**src/rtl/csla_pkg.sv**
```systemverilog
// Shared constants for the carry-select stream accumulator: operand width,
// FSM state encodings and the saturation value.
package csla_pkg;
  localparam int WIDTH = 16;

  localparam logic [1:0] ST_IDLE  = 2'd0;
  localparam logic [1:0] ST_ACCUM = 2'd1;
  localparam logic [1:0] ST_DONE  = 2'd2;

  localparam logic [WIDTH-1:0] SAT_VALUE = 16'hFFFF;
endpackage

```
**src/rtl/csla_acc_datapath_16.sv**
```systemverilog
// Accumulator datapath: 16-bit carry-select adder, accumulator register and sticky carry.
// Optional build macro CSLA_ACC_SATURATE_EN clamps the accumulator to SAT_VALUE on carry-out.
module csla_adder_16 (
  input  logic [15:0] a,
  input  logic [15:0] b,
  input  logic        cin,
  output logic [15:0] sum,
  output logic        cout
);
  logic [4:0] carry_s;

  assign carry_s[0] = cin;

  // Each 4-bit block precomputes both carry-in cases; the incoming carry only selects.
  for (genvar g = 0; g < 4; g++) begin : g_blk
    logic [4:0] r0_s;
    logic [4:0] r1_s;
    assign r0_s             = {1'b0, a[4*g +: 4]} + {1'b0, b[4*g +: 4]};
    assign r1_s             = r0_s + 5'd1;
    assign sum[4*g +: 4]    = carry_s[g] ? r1_s[3:0] : r0_s[3:0];
    assign carry_s[g+1]     = carry_s[g] ? r1_s[4]   : r0_s[4];
  end

  assign cout = carry_s[4];
endmodule

module csla_acc_datapath_16
  import csla_pkg::*;
(
  input  logic             clk,
  input  logic             rst_n,
  input  logic             acc_en,
  input  logic             clr,
  input  logic [WIDTH-1:0] in_data,
  output logic [WIDTH-1:0] acc,
  output logic             ovf
);
  logic [WIDTH-1:0] acc_r;
  logic             ovf_r;
  logic [WIDTH-1:0] sum_s;
  logic             cout_s;
  logic [WIDTH-1:0] acc_next_s;

  csla_adder_16 u_adder (
    .a    (acc_r),
    .b    (in_data),
    .cin  (1'b0),
    .sum  (sum_s),
    .cout (cout_s)
  );

  // Select wrapped or saturated sum for the accumulator update.
  always_comb begin
    acc_next_s = sum_s;
`ifdef CSLA_ACC_SATURATE_EN
    if (cout_s) begin
      acc_next_s = SAT_VALUE;
    end else begin
      acc_next_s = sum_s;
    end
`endif
  end

  // Accumulator and sticky carry registers; clear wins over accumulate.
  always_ff @(posedge clk or negedge rst_n) begin
    if (!rst_n) begin
      acc_r <= '0;
      ovf_r <= 1'b0;
    end else if (clr) begin
      acc_r <= '0;
      ovf_r <= 1'b0;
    end else if (acc_en) begin
      acc_r <= acc_next_s;
      ovf_r <= ovf_r | cout_s;
    end else begin
      acc_r <= acc_r;
      ovf_r <= ovf_r;
    end
  end

  assign acc = acc_r;
  assign ovf = ovf_r;
endmodule

```
**src/rtl/csla_stream_accumulator_16.sv**
```systemverilog
// Stream accumulator top: burst FSM, term counter and valid/ready handshakes.
// Build macro CSLA_ACC_SATURATE_EN selects saturating accumulation in the datapath.
module csla_stream_accumulator_16
  import csla_pkg::ST_IDLE, csla_pkg::ST_ACCUM, csla_pkg::ST_DONE;
#(
  parameter int WIDTH     = 16,
  parameter int MAX_TERMS = 16,
  parameter int CNT_W     = 5
) (
  input  logic             clk,
  input  logic             rst_n,
  input  logic             in_valid,
  output logic             in_ready,
  input  logic [WIDTH-1:0] in_data,
  input  logic             in_last,
  output logic             out_valid,
  input  logic             out_ready,
  output logic [WIDTH-1:0] out_sum,
  output logic             out_carry,
  output logic [CNT_W-1:0] out_count
);
  logic [1:0]       state_r;
  logic [1:0]       state_next_s;
  logic [CNT_W-1:0] cnt_r;
  logic [CNT_W-1:0] cnt_inc_s;
  logic             accept_s;
  logic             handshake_s;
  logic             last_beat_s;
  logic             in_ready_s;
  logic [WIDTH-1:0] acc_s;
  logic             ovf_s;

  assign in_ready_s  = rst_n && ((state_r == ST_IDLE) || (state_r == ST_ACCUM));
  assign accept_s    = in_valid && in_ready_s;
  assign handshake_s = (state_r == ST_DONE) && out_ready;
  assign cnt_inc_s   = cnt_r + {{(CNT_W-1){1'b0}}, 1'b1};
  // Reaching MAX_TERMS also covers MAX_TERMS==1 on the very first beat.
  assign last_beat_s = in_last || (cnt_inc_s == CNT_W'(MAX_TERMS));

  // Next-state decode for the burst FSM.
  always_comb begin
    state_next_s = state_r;
    case (state_r)
      ST_IDLE, ST_ACCUM: begin
        if (accept_s) begin
          state_next_s = last_beat_s ? ST_DONE : ST_ACCUM;
        end else begin
          state_next_s = state_r;
        end
      end
      ST_DONE: begin
        if (out_ready) begin
          state_next_s = ST_IDLE;
        end else begin
          state_next_s = ST_DONE;
        end
      end
      default: state_next_s = ST_IDLE;
    endcase
  end

  // State register.
  always_ff @(posedge clk or negedge rst_n) begin
    if (!rst_n) begin
      state_r <= ST_IDLE;
    end else begin
      state_r <= state_next_s;
    end
  end

  // Term counter: cleared by the result handshake, bumped on every accepted beat.
  always_ff @(posedge clk or negedge rst_n) begin
    if (!rst_n) begin
      cnt_r <= '0;
    end else if (handshake_s) begin
      cnt_r <= '0;
    end else if (accept_s) begin
      cnt_r <= cnt_inc_s;
    end else begin
      cnt_r <= cnt_r;
    end
  end

  csla_acc_datapath_16 u_datapath (
    .clk     (clk),
    .rst_n   (rst_n),
    .acc_en  (accept_s),
    .clr     (handshake_s),
    .in_data (in_data),
    .acc     (acc_s),
    .ovf     (ovf_s)
  );

  assign in_ready  = in_ready_s;
  assign out_valid = (state_r == ST_DONE);
  assign out_sum   = acc_s;
  assign out_carry = ovf_s;
  assign out_count = cnt_r;
endmodule

```
**config.mk**
```make
export PLATFORM = sky130hd
export DESIGN_NAME = csla_stream_accumulator_16
export DESIGN_NICKNAME = d
export VERILOG_FILES = /design/src/rtl/csla_pkg.sv /design/src/rtl/csla_acc_datapath_16.sv /design/src/rtl/csla_stream_accumulator_16.sv
export SDC_FILE = /design/constraint.sdc
export NUM_CORES = 1
export LEC_CHECK = 0
export CORE_AREA = 4 4 84 86
export DETAILED_ROUTE_END_ITERATION = 8
export DIE_AREA = 0 0 88 90
export DONT_BUFFER_PORTS = 1
export GPL_ROUTABILITY_DRIVEN = 0
export PLACE_DENSITY = 0.48
export SLEW_MARGIN = 25
export SYNTH_ARGS = -nofsm -noshare
export SYNTH_HDL_FRONTEND = slang
export SYNTH_HIERARCHICAL = 1
export SYNTH_SLANG_ARGS = --single-unit
export TNS_END_PERCENT = 50
```
**constraint.sdc**
```tcl
create_clock -name clk -period 6.1 [get_ports clk]
set_input_delay 1.525 -clock clk [delete_from_list [all_inputs] [get_ports clk]]
set_output_delay 1.525 -clock clk [all_outputs]
set_load 0.05 [all_outputs]
```
==> flow_metrics.tcl <==
set metrics [dict create \
    status "finished, final reports clean" \
    postLayoutCellArea_um2 2290 \
    cts_sinks 24 \
    place_hpwl_um 3370 \
    rsz0062_at_grt "false" \
    synth_top_area_share_pct 27.7 \
    crit_start "in_data[4]" \
    fmax_mhz 243 \
    fin_skew_ns 0.00534 \
    path_delay_family "adder cells" \
    cts_buffer_depth 2 \
    cap_violations 0 \
    grt_pass1_wl_um 7870 \
    cts_tree "built" \
    cp.depth 12 \
    fp.coreArea_um2 6280 \
    syn_avg_cell_area_um2 10.0 \
    seq_area_frac_synth_pct 27.7 \
    crit_slowest_cell "fa_1" \
    setup_viol 0 \
    place_area_um2 2220 \
    cts_hold_buf 0 \
    ys_seq_elements 24 \
    vdd_ir_drop_max_mv 0.265 \
    die_w_um 88 \
    syn-cell-area_um2 2170 \
    postRouteAntennaNets 0 \
    drive_above_1_share_pct 8.72 \
    start_kind "primary input" \
    antenna_found_initial 0 \
    start_util_pct 34.6 \
    place_ws_ns 1.65 \
    synthFlopType "dfrtp_1" \
    grt_pass1_vias 1618 \
    r2r_slack_ns 2.51 \
    area_growth_pct 5.48 \
    setup_slack_ns 1.99 \
    final_cells 295 \
    antenna_cells 0 \
    synth_edf_count 0 \
    ys_types 48 \
    finalCoreUtilization_pct 36.5 \
    worstRegToRegCells 12 \
    io_pins 45 \
    finalMaxSlewViolations 0 \
    drt-total-wl_um 4580 \
    final_hold_viol_count 0 \
    die_y_um 90 \
    leakagePower_nw 1.01 \
    r2r-end "u_datapath/acc[13]" \
    syn_inst 217 \
    path_clk_slew_ns 0.10 \
    portBuffers 0 \
    layout_common_cells "dfrtp_1, nor2_1, ha_1" \
    cts_setup_buffers 0 \
    grt_usage_pct 12.0 \
    min_period_ns 4.11 \
    cp.arrival_ns 4.25 \
    first_pass_iters 4 \
    crit_end "u_datapath/acc[13]" \
    synth_top_area_cell "dfrtp_1" \
    drcViolationCount 0 \
    critPathMostFrequentCell "ha_1" \
    power.density_nw_per_um2 631 \
    critPathMaxFanout 4 \
    clkLatencyLatePin_ns 0.28 \
    critPathKind "in2reg" \
    fillers 640 \
    totalNegativeSetupSlack_ns 0 \
    h-tree-depth 1 \
    num_vias 1526 \
    ys_warn_count 6 \
    grt_max_degree 27 \
    dieArea_um2 7920 \
    async_reset_ff_share_pct 100 \
    min_path_type "reg2reg" \
    viasPerCell 5.17 \
    dpl.cell_count 291 \
    crit_path_end_kind "flop" \
    num-nets-final 265 \
    grt_overflow 0 \
    rows 29 \
    cpPeakStageDelay_ns 0.55 \
    final_common_cell "dfrtp_1" \
    relSlewSlack_pct 31.8 \
    crit_buf_inv 1 \
    cts_resized 0 \
    finalCritPeriodShare_pct 67.4 \
    crit_required_ns 6.24 \
    drt_iter0_markers 47 \
    path_cells "ha_1, fa_1, ha_1, inv_1, a2111oi_2, o221ai_2, a21oi_4, mux2i_4, xnor2_2, mux2_4, mux2i_1, nor2_1" \
    cts_root_buf "clkbuf_8" \
    synthTopCellsByArea "dfrtp_1, ha_1, mux2i_1" \
    r2r_start "u_datapath/acc[4]" \
    wl_per_cell_um 15.5 \
    numCtsBuffers 3 \
    tightest_slew_ns 1.02 \
]
==> Yosys cell counts (all sizes together), types with 3 or more instances <==
cell type / n
a21oi: 16
buf: 6
nand2: 11
mux2i: 20
nor2b: 4
nand3: 5
a2111oi: 3
xor2: 7
inv: 5
a21o: 9
o21ai: 4
nand4: 5
dfrtp: 24
fa: 4
nor2: 24
a211o: 3
xnor2: 17
nor3: 5
ha: 21
mux2: 4
==> power breakdown <==
group          switching, mW  leakage [nW]  internal [mW]
logic                  0.393         0.679          0.343
clock network         0.0610        0.0357         0.0879
registers              0.334         0.297          0.226
total                  0.788          1.01          0.657
==> flip-flops by register name, summed over array words and instances, names as in the netlist <==
register and count:
state_r 2, u_datapath/ovf 1, u_datapath/acc 16, out_count 5
==> per-stage QoR <==
stage                     hold slack (ns)  total power [mW]
after global placement              0.683              1.30
after detailed placement            0.669              1.30
after global routing                0.795              1.58
final                               0.696              1.44
after floorplan                     0.634              1.18
after CTS                           0.703              1.45
==> per-layer routing <==
metal / vias to the layer above / global-route usage, % / part of all wire (%) / wire length (um)
li1: 784 / - / - / -
met1: 703 / 17.2 / 50 / 2270
met2: 37 / 18.7 / 44 / 2000
met3: 2 / 3.20 / 6.3 / 286
met4: 0 / 1.53 / 0.44 / 20
met5: - / 0 / 0 / 0
==> final cells by class <==
cell class	count	area, um^2	area share [%]
clock buffer	3	41.3	1.80
clock inverter	1	30.0	1.31
inverter	5	18.8	0.820
multi-input combinational	185	1500	65.6
sequential	24	601	26.2
tap	77	96.3	4.21
==> cells by family after synthesis <==
family / share of synthesized area, %
fa+ha+maj: 15.8
compound gates: 14.4
mux: 12.0
simple gates: 16.3
buf+inv: 3.63
flops: 27.7
xor+xnor: 10.0
other cells: 0.173
==> worst min path at each step <==
stage               startpoint          to  slack [ns]  cells after the start
global route        state_r[0]  state_r[0]        0.80                      2
finish              state_r[0]  state_r[0]        0.70                      2
global placement    state_r[0]  state_r[0]        0.68                      2
detailed placement  state_r[0]  state_r[0]        0.67                      2
floorplan           state_r[0]  state_r[0]        0.63                      2
CTS                 state_r[0]  state_r[0]        0.70                      2
==> tightest hold or removal path, cell delays in order (launching register included) <==
cell	delay (ns)
dfrtp_1	0.37
nor3b_1	0.18
a211o_1	0.12
Note: power is estimated with default switching activity, not from simulation.
